[config.mk]
export PLATFORM = sky130hd
export DESIGN_NAME = n4by2_b2_idiv_loader
export DESIGN_NICKNAME = d
export VERILOG_FILES = /design/src/rtl/n4by2_b2_idiv_loader_pkg.sv /design/src/rtl/n4by2_b2_idiv_loader_serial_shifter.sv /design/src/rtl/n4by2_b2_idiv_loader.sv
export SDC_FILE = /design/constraint.sdc
export NUM_CORES = 1
export LEC_CHECK = 0
export ABC_CLOCK_PERIOD_IN_PS = 1900
export CAP_MARGIN = 5
export CORE_MARGIN = 5
export CORE_UTILIZATION = 46
export DETAILED_ROUTE_END_ITERATION = 8
export PLACE_DENSITY = 0.84
export RECOVER_POWER = 25
export SLEW_MARGIN = 15
export SYNTH_ARGS = -nofsm -noshare
export SYNTH_HDL_FRONTEND = slang
export SYNTH_HIERARCHICAL = 1
export SYNTH_SLANG_ARGS = --single-unit
[constraint.sdc]
create_clock -name clock -period 1.9 [get_ports clock]
set_input_delay 0.475 -clock clock [delete_from_list [all_inputs] [get_ports clock]]
set_output_delay 0.475 -clock clock [all_outputs]
set_load 0.01 [all_outputs]
[src/rtl/n4by2_b2_idiv_loader_pkg.sv]
// Shared definitions for the serial loader around the 4/2 signed divider.
// Holds the FSM state encoding and the fixed operand widths used by the
// loader top and its serial shift registers.
package n4by2_b2_idiv_loader_pkg;

  // Widths of the combinational divider this stage feeds.
  localparam int NX    = 4;
  localparam int NY    = 2;

  // Bit counter must reach NX-1 (the widest operand).
  localparam int CNT_W = 3;

  typedef enum logic [1:0] {
    LOAD_X = 2'b00,
    LOAD_Y = 2'b01,
    EVAL   = 2'b10,
    HOLD   = 2'b11
  } state_e;

endpackage

[src/rtl/n4by2_b2_idiv_loader_serial_shifter.sv]
// n_b2_serial_shifter: MSB-first serial-in, parallel-out shift register.
// Ports:
//   clock    - rising-edge clock
//   reset_   - asynchronous active-low reset, clears the register
//   shift_en - when high, shift din in at the LSB on the next edge
//   din      - serial input bit
//   data     - parallel register contents (first bit ends up at the MSB)
module n_b2_serial_shifter
  import n4by2_b2_idiv_loader_pkg::*;
#(
  parameter int W = NX
) (
  input  logic         clock,
  input  logic         reset_,
  input  logic         shift_en,
  input  logic         din,
  output logic [W-1:0] data
);

  logic [W-1:0] data_q;
  logic [W-1:0] data_d;

  always_comb begin
    data_d = data_q;
    if (shift_en) begin
      data_d = {data_q[W-2:0], din};
    end
  end

  always_ff @(posedge clock or negedge reset_) begin
    if (!reset_) begin
      data_q <= '0;
    end else begin
      data_q <= data_d;
    end
  end

  assign data = data_q;

endmodule

[src/rtl/n4by2_b2_idiv_loader.sv]
// n4by2_b2_idiv_loader: serial front end and registered back end for the
// combinational 4/2 signed divider.
// Ports:
//   clock, reset_           - clock (rising edge), async active-low reset
//   din, din_valid/ready    - serial operand bits, MSB first: x3..x0, y1..y0
//   x3_x0, y1_y0            - registered operands driven to the divider
//   dq1_dq0, dr1_dr0,
//   d_no_idiv               - divider quotient, remainder, infeasibility
//   res_valid/res_ready     - result handshake
//   q1_q0, r1_r0, no_idiv   - registered divider outputs
//   err_count               - saturating count of infeasible results
module n4by2_b2_idiv_loader #(
  parameter int NX = 4,
  parameter int NY = 2,
  parameter int NC = 4
) (
  input  logic          clock,
  input  logic          reset_,
  input  logic          din,
  input  logic          din_valid,
  output logic          din_ready,
  output logic [NX-1:0] x3_x0,
  output logic [NY-1:0] y1_y0,
  input  logic [NY-1:0] dq1_dq0,
  input  logic [NY-1:0] dr1_dr0,
  input  logic          d_no_idiv,
  output logic          res_valid,
  input  logic          res_ready,
  output logic [NY-1:0] q1_q0,
  output logic [NY-1:0] r1_r0,
  output logic          no_idiv,
  output logic [NC-1:0] err_count
);

  import n4by2_b2_idiv_loader_pkg::*;

  state_e             state_q, state_d;
  logic [CNT_W-1:0]   cnt_q, cnt_d;
  logic [NY-1:0]      q_q, q_d;
  logic [NY-1:0]      r_q, r_d;
  logic               no_idiv_q, no_idiv_d;
  logic [NC-1:0]      err_q, err_d;
  logic               shift_x;
  logic               shift_y;

  n_b2_serial_shifter #(.W(NX)) u_x_shift (
    .clock    (clock),
    .reset_   (reset_),
    .shift_en (shift_x),
    .din      (din),
    .data     (x3_x0)
  );

  n_b2_serial_shifter #(.W(NY)) u_y_shift (
    .clock    (clock),
    .reset_   (reset_),
    .shift_en (shift_y),
    .din      (din),
    .data     (y1_y0)
  );

  // Next-state and Moore outputs. A bit moves only while the FSM sits in a
  // LOAD state, so din_valid in EVAL/HOLD has no effect; the counter wraps
  // to zero when an operand is complete.
  always_comb begin
    state_d   = state_q;
    cnt_d     = cnt_q;
    q_d       = q_q;
    r_d       = r_q;
    no_idiv_d = no_idiv_q;
    err_d     = err_q;
    shift_x   = 1'b0;
    shift_y   = 1'b0;
    din_ready = 1'b0;
    res_valid = 1'b0;

    unique case (state_q)
      LOAD_X: begin
        din_ready = 1'b1;
        if (din_valid) begin
          shift_x = 1'b1;
          if (cnt_q == CNT_W'(NX - 1)) begin
            cnt_d   = '0;
            state_d = LOAD_Y;
          end else begin
            cnt_d = cnt_q + 1'b1;
          end
        end
      end
      LOAD_Y: begin
        din_ready = 1'b1;
        if (din_valid) begin
          shift_y = 1'b1;
          if (cnt_q == CNT_W'(NY - 1)) begin
            cnt_d   = '0;
            state_d = EVAL;
          end else begin
            cnt_d = cnt_q + 1'b1;
          end
        end
      end
      EVAL: begin
        // Divider has had a full cycle to settle on the new operands.
        q_d       = dq1_dq0;
        r_d       = dr1_dr0;
        no_idiv_d = d_no_idiv;
        if (d_no_idiv && (err_q != {NC{1'b1}})) begin
          err_d = err_q + 1'b1;
        end
        state_d = HOLD;
      end
      HOLD: begin
        res_valid = 1'b1;
        if (res_ready) begin
          state_d = LOAD_X;
        end
      end
      default: state_d = LOAD_X;
    endcase
  end

  always_ff @(posedge clock or negedge reset_) begin
    if (!reset_) begin
      state_q   <= LOAD_X;
      cnt_q     <= '0;
      q_q       <= '0;
      r_q       <= '0;
      no_idiv_q <= 1'b0;
      err_q     <= '0;
    end else begin
      state_q   <= state_d;
      cnt_q     <= cnt_d;
      q_q       <= q_d;
      r_q       <= r_d;
      no_idiv_q <= no_idiv_d;
      err_q     <= err_d;
    end
  end

  assign q1_q0     = q_q;
  assign r1_r0     = r_q;
  assign no_idiv   = no_idiv_q;
  assign err_count = err_q;

endmodule

==> results of run 1 <==
==> flip-flops by register name, indices dropped and copies added (netlist names) <==
name            count
u_y_shift/data      2
cnt_q               3
no_idiv             1
r1_r0               2
state_q             2
u_x_shift/data      4
err_count           4
q1_q0               2
==> cell type report <==
type                            instances  area share
Timing Repair Buffer                   36       0.239
Inverter                                7      0.0190
Clock buffer                            3      0.0162
Sequential cell                        20       0.361
Tap cell                               27      0.0244
Multi-Input combinational cell         55       0.340
==> metal layers <==
layer | vias to the layer above | wire length (um) | GRT usage
met3 | 7 | 153 | 0.0505
met1 | 347 | 872 | 0.153
met4 | 0 | 65 | 0.0949
met2 | 24 | 913 | 0.213
met5 | - | 0 | 0
li1 | 359 | - | -
==> worst max-delay path: stages (launching register included) <==
cell and delay, ns:
dfrtp_1 0.36, inv_1 0.08, ha_2 0.18, or2_2 0.31
buf_6 0.13
==> synthesized netlist by cell type (all sizes together) <==
master and n:
a21oi 1, nand2 5, o21ai 4, a31oi 1
dfrtp 20, nand3b 1, or2 2, nand2b 3
and2 2, a2bb2oi 1, mux2i 2, nand3 2
nor2b 1, a222oi 1, ha 10, xor2 1
mux2 13, buf 1, a31o 1, o31ai 1
inv 7, nor2 3
==> what timing repair did <==
action                     in CTS  in global routing
setup endpoints to repair       2                  1
setup buffers                   1                  0
gates resized for setup         6                  3
==> power breakdown <==
group	total (W)	leakage, nW	switching (W)	internal, W
Combinational	0.00133	0.385	0.000539	0.000794
Clock	0.000193	0.0138	0.000119	0.0000739
Sequential	0.000809	0.239	0.000164	0.000644
Total	0.00234	0.637	0.000823	0.00151
==> kinds of logic after synthesis <==
kind of cell / share of synthesized area
fa+ha+maj: 0.125
mux: 0.167
xor+xnor: 0.00877
flops: 0.501
buf+inv: 0.0313
compound gates: 0.0664
simple gates: 0.100
==> worst paths after layout <==
kind                                                from                             to  slack (ns)  cells past startpoint
min in group asynchronous                         reset_           cnt_q[2]$_DFFE_PN0P_        0.87                      2
max in group asynchronous                         reset_  u_x_shift/data[3]$_DFFE_PN0P_        0.39                      2
setup / recovery                  state_q[1]$_DFFE_PN0P_                      din_ready        0.08                      4
hold reg to reg            u_y_shift/data[1]$_DFFE_PN0P_  u_y_shift/data[1]$_DFFE_PN0P_        0.52                      1
hold / removal             u_y_shift/data[1]$_DFFE_PN0P_  u_y_shift/data[1]$_DFFE_PN0P_        0.52                      1
setup reg to reg                    cnt_q[0]$_DFFE_PN0P_         state_q[1]$_DFFE_PN0P_        0.26                      5
==> through the flow <==
stage | util | instance area, um^2 | setup WS (ns) | total power (W)
after global placement | 0.670 | 1360 | 0.0498 | 0.00208
after CTS | 0.683 | 1380 | 0.0291 | 0.00235
after detailed placement | 0.670 | 1360 | 0.0121 | 0.00215
after floorplan | - | 998 | 0.326 | 0.00147
final | 0.686 | 1390 | 0.0810 | 0.00234
after global routing | 0.686 | 1390 | 0.00443 | 0.00254
==> cell usage in the layout, fill, tap and decap left out, drive strengths merged, types with 2 or more instances in the layout <==
| cell | instances |
|---|---|
| and2 | 2 |
| buf | 10 |
| clkbuf | 4 |
| clkdlybuf4s50 | 23 |
| dfrtp | 20 |
| ha | 10 |
| inv | 7 |
| mux2 | 13 |
| mux2i | 2 |
| nand2 | 5 |
| nand2b | 3 |
| nand3 | 2 |
| nor2 | 3 |
| o21ai | 4 |
| or2 | 2 |
==> results.cfg, run 1 <==
[run_status]
outcome = complete, no violations

[finish]
layout.nets = 143
drive_above_1_share = 0.273
seq_area_um2 = 500
multi_input_comb_area_um2 = 472
fillers = 151
final_cells = 148
diodes = 0
syn2layout_area_growth_pct = 38.8

[placement]
gp_congestion = 0.776
hpwl_mm = 1.59
portBuffers = 26
dp_cells = 144

[flow_run]
cap_violations = 0

[die]
start_util = 0.494
ios = 27
placement_rows = 16
die_x_um = 56.6
die_height_um = 56.6
die_area_mm2 = 0.00320
core_mm2 = 0.00202

[drt]
vias = 737
drtPass1Iterations = 4
routedWlPerCell_um = 13.5
ant_nets = 0
wl_mm = 2.00
drt_iter0_drc = 10
drc = 0
vias_per_cell = 4.98

[cts]
root_buffer = clkbuf_4
clock_sinks = 20
holdBufCountCts = 0
htree_levels = 1
cts_tree = done
numCtsBuffers = 3
cts_max_path_buffers = 2
clk_pin_slew_worst_paths_ns = 0.10
clk_latency_ns = 0.29

[timing]
fin_crit_sh = 0.957
slew_headroom = 0.290
clock.fmax_ghz = 0.550
hold_viol = 0
rsz0062_at_grt = no
setup_viol = 0
max_slew.worst_pin.slew_ns = 1.07
drv_slew = 0
period_needed_ns = 1.82
tns_ns = 0
holdWs_ns = 0.524
worst_clock_skew_ns = 0.000656

[synth]
ys_seq_area_frac = 0.501
synthesis.area_um2 = 998
synth_top_area_share = 0.501
synth_area_leaders = dfrtp_1 (50%), mux2_2 (14%), ha_1 (13%)
ys_types = 23
synthCells = 83
syn_nets = 103
ys_ff_latch = 20
yosys.area.top_type = dfrtp_1
syn_avg_cell_area_um2 = 12.0
yosysWarnings = 6

[critical_path]
end_kind = primary output
startpoint_type = flip-flop
critPathKind = reg2out
worstPathMaxFanout = 3
worstPathArrival_ns = 1.34
crit_required_ns = 1.42

[grt]
gr-usage-all-layers = 0.137
grt_overflow = 0
grt_pass1_wl_mm = 3.42
antenna_found_initial = 0
grt_pass1_vias = 788
grt_max_degree = 21

[min_path]
hp-class = reg2reg

[pwr]
vdd_ir_drop_max_mv = 0.898
static-leakage-power_nw = 0.637
power.density_mw_per_mm2 = 1680
Power figures use the tool's default switching activity.
==> run 2, diff against run 1 <==
--- a/config.mk
+++ b/config.mk
@@ -5,10 +5,11 @@
 export SDC_FILE = /design/constraint.sdc
 export NUM_CORES = 1
 export LEC_CHECK = 0
+export ABC_AREA = 1
 export ABC_CLOCK_PERIOD_IN_PS = 1900
 export CAP_MARGIN = 5
 export CORE_MARGIN = 5
-export CORE_UTILIZATION = 46
+export CORE_UTILIZATION = 47
 export DETAILED_ROUTE_END_ITERATION = 8
 export PLACE_DENSITY = 0.84
 export RECOVER_POWER = 25
==> run 2 against run 1 <==
Net effect: synthesized cell count rose by 39%; routed wire length fell by 3.7%; count of clock-buffer cells in the layout did not move; core utilization fell by 3.1 points; largest cell class unchanged; critical path depth did not move; cell area rose by 2.5%; sequential share of layout area fell by 0.89 points; via count rose by 13%.
==> results.cfg, run 2 <==
[run_status]
outcome = complete, no violations

[pwr]
power.density_mw_per_mm2 = 1640
power_w = 0.00232
static-leakage-power_nw = 0.715
vdd_ir_drop_max_mv = 1.07

[die]
die_height_um = 57.3
die_area_mm2 = 0.00329
start_util = 0.485
ios = 27
core_mm2 = 0.00217
placement_rows = 17
die_x_um = 57.3

[finish]
fin_area_mm2 = 0.00142
final_util = 0.655
layout.nets = 170
syn2layout_area_growth_pct = 35.1
diodes = 0
mostFrequentLayoutCell = nand2_1
mostFrequentLayoutCells = nand2_1 (35), clkdlybuf4s50_1 (23), dfrtp_1 (20), inv_1 (13), ha_1 (8)
drive_above_1_share = 0.181
fillers = 196

[synth]
synth-edff-count = 0
synthesis.area_mm2 = 0.00105
ys_seq_area_frac = 0.476
synth_common_cells = nand2_1 (35), dfrtp_1 (20), inv_1 (13)
ys.flop_type = dfrtp_1
async_flop_share = 1.00
synth_most_common_cell = nand2_1
synth_area_leaders = dfrtp_1 (48%), nand2_1 (12%), ha_1 (12%)
ys_types = 21
syn_avg_cell_area_um2 = 9.15
syn_nets = 135
yosys.area.top_type = dfrtp_1
ys_ff_latch = 20
synth_top_area_share = 0.476
synthCells = 115
yosysWarnings = 6

[cts]
cts_max_path_buffers = 2
clock_sinks = 20
cts_tree = done
htree_levels = 1
clk_latency_ns = 0.29
postCtsSetupBuffers = 0
numCtsBuffers = 3
clk_pin_slew_worst_paths_ns = 0.11
holdBufCountCts = 0
root_buffer = clkbuf_4

[drt]
ant_nets = 0
drtPass1Iterations = 4
vias = 836
wl_mm = 1.93
routedWlPerCell_um = 10.9
drc = 0
drt_iter0_drc = 10
vias_per_cell = 4.72

[flow_run]
cap_violations = 0

[timing]
setup_viol = 0
slew_headroom = 0.316
max_slew.worst_pin.slew_ns = 1.03
period_needed_ns = 1.84
finalWorstSetupSlack_ns = 0.0629
drv_slew = 0
rsz0062_at_grt = no
hold_viol = 0
clock.fmax_ghz = 0.544
fin_crit_sh = 0.967
tns_ns = 0
worst_clock_skew_ns = 0.000452

[critical_path]
worstPathArrival_ns = 1.36
r2r_cells = 8
end_kind = primary output
startpoint_type = flip-flop
crit_required_ns = 1.42
r2r-end = err_count[3]$_DFFE_PN0P_
ff2ff_setup_slack_ns = 0.41
critPathKind = reg2out
worstPathMaxFanout = 4
r2r_start = state_q[0]$_DFFE_PN0P_

[placement]
gp_congestion = 0.878
placed_area_mm2 = 0.00137
pre_cts_ws_ns = 0.0330
portBuffers = 26
hpwl_mm = 1.64

[grt]
grt_max_degree = 21
antenna_found_initial = 0
grt_overflow = 0
gr-usage-all-layers = 0.132
grt_pass1_vias = 891
grt_pass1_wl_mm = 3.45

[min_path]
hold_path_end = u_x_shift/data[3]$_DFFE_PN0P_
min_from = u_x_shift/data[3]$_DFFE_PN0P_
hp-class = reg2reg
hold_depth = 2
-- run 2: changes by cell type after synthesis, moves of 3 or more --
cell	delta
mux2_2	-8
inv_2	+3
inv_1	+6
nand2_2	+3
nand3_1	+4
nand2b_1	-3
nand2_1	+30
-- run 2: cell families (layout without fill, tap and decap cells) --
logic type | count (synthesis) | after routing | share of synthesized area
adder cells (fa/ha/maj) | 10 | 10 | 0.119
AND/OR/NAND/NOR | 56 | 56 | 0.244
XOR/XNOR | 2 | 2 | 0.0166
multiplexers | 4 | 4 | 0.0428
buffers and inverters | 18 | 52 | 0.0761
AO/OA/AOI/OAI | 5 | 5 | 0.0262
flip-flops | 20 | 20 | 0.476
-- run 2: through the flow --
step | instances | hold slack, ns
2_1_floorplan | 115 | 0.179
3_3_place_gp | 173 | 0.456
3_5_place_dp | 173 | 0.466
4_1_cts | 177 | 0.496
5_1_grt | 177 | 0.536
6_report | 177 | 0.486
-- run 2: area by class of cell --
type / count / area (um^2) / share of cell area
Inverter: 17 / 68.8 / 0.0484
Sequential cell: 20 / 500 / 0.352
Tap cell: 28 / 35.0 / 0.0246
Clock buffer: 3 / 22.5 / 0.0158
Multi-Input combinational cell: 77 / 477 / 0.335
Timing Repair Buffer: 31 / 288 / 0.202
Clock inverter: 1 / 30.0 / 0.0211
-- run 2: how the worst max path moves through the flow --
stage | slack [ns] | to | start
6_report | 0.06 | din_ready | state_q[0]$_DFFE_PN0P_
3_5_place_dp | 0.03 | din_ready | state_q[0]$_DFFE_PN0P_
5_1_grt | 0.008 | din_ready | state_q[0]$_DFFE_PN0P_
2_1_floorplan | 0.43 | din_ready | state_q[1]$_DFFE_PN0P_
3_3_place_gp | 0.05 | din_ready | state_q[0]$_DFFE_PN0P_
4_1_cts | 0.03 | din_ready | state_q[0]$_DFFE_PN0P_
-- run 2: where the power goes --
part           internal [W]  switching (W)
clock              0.000213       0.000125
sequential         0.000628       0.000138
combinational      0.000635       0.000585
-- run 2: routing by layer --
| metal | global-route usage | vias to the layer above | wire [um] |
|---|---|---|---|
| li1 | - | 426 | - |
| met1 | 0.141 | 387 | 766 |
| met2 | 0.241 | 19 | 1030 |
| met3 | 0.0317 | 4 | 110 |
| met4 | 0.0596 | 0 | 21 |
| met5 | 0 | - | 0 |
-- run 2: critical path, stage by stage, from the launching register on --
cell and delay, ns:
dfrtp_1 0.42, inv_1 0.08, ha_2 0.18, or2_2 0.26, buf_2 0.14
-- run 2: timing repair --
item                       in CTS  in global routing
gates resized for setup         6                  1
hold endpoints to repair        0                  0
setup endpoints to repair       2                  1
==> run 3, diff against run 2 <==
--- a/config.mk
+++ b/config.mk
@@ -6,15 +6,14 @@
 export NUM_CORES = 1
 export LEC_CHECK = 0
 export ABC_AREA = 1
-export ABC_CLOCK_PERIOD_IN_PS = 1900
+export ABC_CLOCK_PERIOD_IN_PS = 1600
 export CAP_MARGIN = 5
 export CORE_MARGIN = 5
-export CORE_UTILIZATION = 47
+export CORE_UTILIZATION = 42
 export DETAILED_ROUTE_END_ITERATION = 8
-export PLACE_DENSITY = 0.84
+export PLACE_DENSITY = 0.8
 export RECOVER_POWER = 25
 export SLEW_MARGIN = 15
 export SYNTH_ARGS = -nofsm -noshare
 export SYNTH_HDL_FRONTEND = slang
-export SYNTH_HIERARCHICAL = 1
 export SYNTH_SLANG_ARGS = --single-unit
==> constraint.sdc (replaced) <==
create_clock -name clock -period 1.6 [get_ports clock]
set_input_delay 0.4 -clock clock [delete_from_list [all_inputs] [get_ports clock]]
set_output_delay 0.4 -clock clock [all_outputs]
set_load 0.01 [all_outputs]
==> run 3 against run 2 <==
Net effect: the run now ends with setup timing left; clock skew rose by 0.0053 ns; non-clock buffer count rose by 6; worst setup slack got worse by 0.14 ns; largest power group unchanged; highest routed layer unchanged.
==> results.cfg, run 3 <==
[synth]
ys_ff_latch = 20
synth_top_area_share = 0.490
async_flop_share = 1.00
synth-edff-count = 0
synthCells = 116
synthSimpleGateAreaFrac = 0.257
yosys.area.top_type = dfrtp_1
synth_top_family_by_area = simple AND/OR/NAND/NOR gates
ys.flop_type = dfrtp_1
synthesis.area_mm2 = 0.00102
ys_types = 19
ys_seq_area_frac = 0.490
synth_most_common_cell = nand2_1
synthAdderAreaFrac = 0.123
synth_compound_area_frac = 0.0417
synth_xor_area_frac = 0.0172
yosysWarnings = 0
yosys-mux-area-fraction = 0.0110
synth_common_cells = nand2_1 (38), dfrtp_1 (20), inv_1 (13)
synth_area_leaders = dfrtp_1 (49%), nand2_1 (14%), ha_1 (12%)
syn_nets = 136
syn_avg_cell_area_um2 = 8.80

[drt]
wl_mm = 2.33
vias = 874
drc = 0
drt_iter0_drc = 32
routedWlPerCell_um = 12.6
drtPass1Iterations = 4
ant_nets = 0
vias_per_cell = 4.72

[finish]
drive_above_1_share = 0.223
mostFrequentLayoutCell = nand2_1
mostFrequentLayoutCells = nand2_1 (38), dfrtp_1 (19), inv_1 (11), dlygate4sd2_1 (11), buf_4 (10)
syn2layout_area_growth_pct = 43.6
layout.nets = 178
diodes = 0
final_util = 0.644

[die]
core_mm2 = 0.00228
placement_rows = 17
die_x_um = 59.3
die_area_mm2 = 0.00352
die_height_um = 59.3
start_util = 0.449
ios = 27

[critical_path]
critPathMaxStageDelay_ns = 0.46
worstPathArrival_ns = 1.28
r2r_start = state_q[0]$_DFFE_PN0P_
worstPathMaxFanout = 4
startpoint_type = flip-flop
crit_required_ns = 1.20
end_kind = primary output
ff2ff_setup_slack_ns = 0.08
crit_chain = ha_4 -> or2_4 -> buf_6
critPathKind = reg2out
r2r_cells = 7
r2r-end = state_q[0]$_DFFE_PN0P_
crit_slowest_cell = dfrtp_2

[cts]
cts_max_path_buffers = 2
clk_latency_ns = 0.29
holdBufCountCts = 0
clock_sinks = 20
htree_levels = 1
root_buffer = clkbuf_4
clk_pin_slew_worst_paths_ns = 0.10
cts_tree = done
numCtsBuffers = 3

[timing]
hold_viol = 0
fin_crit_sh = 1.05
holdWs_ns = 0.476
period_needed_ns = 1.68
clock.fmax_ghz = 0.595
drv_slew = 0
finalWorstSetupSlack_ns = -0.0816
setup_viol = 1
rsz0062_at_grt = yes
max_slew.worst_pin.slew_ns = 0.484
worst_clock_skew_ns = 0.00579
slew_headroom = 0.677

[placement]
hpwl_mm = 1.82
portBuffers = 26
gp_congestion = 0.771

[min_path]
hp-class = reg2reg
hold_depth = 2
min_from = q1_q0[0]$_DFFE_PN0P_
hold_path_end = q1_q0[0]$_DFFE_PN0P_

[run_status]
violations = setup timing
outcome = complete, but fails checks

[grt]
grt_pass1_vias = 908
grt_overflow = 0
grt_pass1_wl_mm = 3.88
gr-usage-all-layers = 0.144
grt_max_degree = 21
antenna_found_initial = 0

[pwr]
static-leakage-power_nw = 0.810
vdd_ir_drop_max_mv = 1.31
power.density_mw_per_mm2 = 1890

[flow_run]
cap_violations = 0
==> run 3: cell count changes in the layout (fill, tap and decap cells not counted), moves of 3 or more <==
| cell | before | now |
|---|---|---|
| mux2_2 | 4 | 0 |
| buf_4 | 4 | 10 |
| o21ai_0 | 3 | 6 |
| nand2_1 | 35 | 38 |
| ha_4 | 0 | 3 |
| dlygate4sd2_1 | 1 | 11 |
| dlymetal6s2s_1 | 0 | 4 |
| clkdlybuf4s50_1 | 23 | 8 |
==> run 3: final cells by class <==
type / count / area, um^2
inverter: 16 / 61.3
sequential: 20 / 502
timing repair buffer: 37 / 333
tap: 28 / 35.0
multi-input combinational: 80 / 499
clock buffer: 4 / 36.3
fill: 181 / 810
==> run 3: worst max-delay path: cells and delay by family, from the launching register on <==
kind / cells / cell delay, ns
fa+ha+maj: 1 / 0.17
simple gates: 1 / 0.24
buf+inv: 1 / 0.12
flops: 1 / 0.46
==> run 3: worst max path at each step <==
stage / from / to / slack [ns]
4_1_cts: state_q[0]$_DFFE_PN0P_ / din_ready / -0.09
6_report: state_q[0]$_DFFE_PN0P_ / din_ready / -0.08
2_1_floorplan: state_q[1]$_DFFE_PN0P_ / din_ready / 0.20
3_3_place_gp: state_q[0]$_DFFE_PN0P_ / din_ready / -0.17
5_1_grt: state_q[0]$_DFFE_PN0P_ / din_ready / -0.16
3_5_place_dp: state_q[0]$_DFFE_PN0P_ / din_ready / -0.22
==> run 3: cell families (layout without fill, tap and decap cells) <==
group,count (synthesis),in the layout
muxes,1,1
and+or+nand+nor,59,59
buffers and inverters,16,57
xor gates and xnor gates,2,2
DFF,20,20
adders and majority gates,10,10
AOI/OAI and AO/OA,8,8
==> run 3: per-stage QoR <==
stage | std cells | worst slack, ns | TNS [ns] | power [W] | cell area (um^2)
2_1_floorplan | 116 | 0.202 | 0 | 0.00169 | 1020
3_3_place_gp | 176 | -0.168 | -0.168 | 0.00233 | 1360
3_5_place_dp | 176 | -0.219 | -0.219 | 0.00243 | 1360
4_1_cts | 185 | -0.0948 | -0.0948 | 0.00276 | 1440
5_1_grt | 185 | -0.156 | -0.204 | 0.00301 | 1470
6_report | 185 | -0.0816 | -0.0816 | 0.00277 | 1470
==> run 3: metal layers <==
layer / part of all wire / track usage / vias to the layer above
met3: 0.061 / 0.0545 / 2
met1: 0.44 / 0.164 / 401
met5: 0 / 0 / -
li1: - / - / 446
met2: 0.50 / 0.253 / 25
met4: 0.0051 / 0.0324 / 0
==> run 3: repair_timing <==
item / in CTS / in global routing
resized for setup: 27 / 7
gates cloned: 0 / 0
setup endpoints to repair: 13 / 9
setup buffers: 5 / 0
pin swaps: 2 / 0
==> run 3: power by group <==
| group | internal [W] | switching (W) |
|---|---|---|
| Combinational | 0.000764 | 0.000835 |
| Sequential | 0.000747 | 0.000150 |
| Clock | 0.000139 | 0.000140 |
| Total | 0.00165 | 0.00113 |
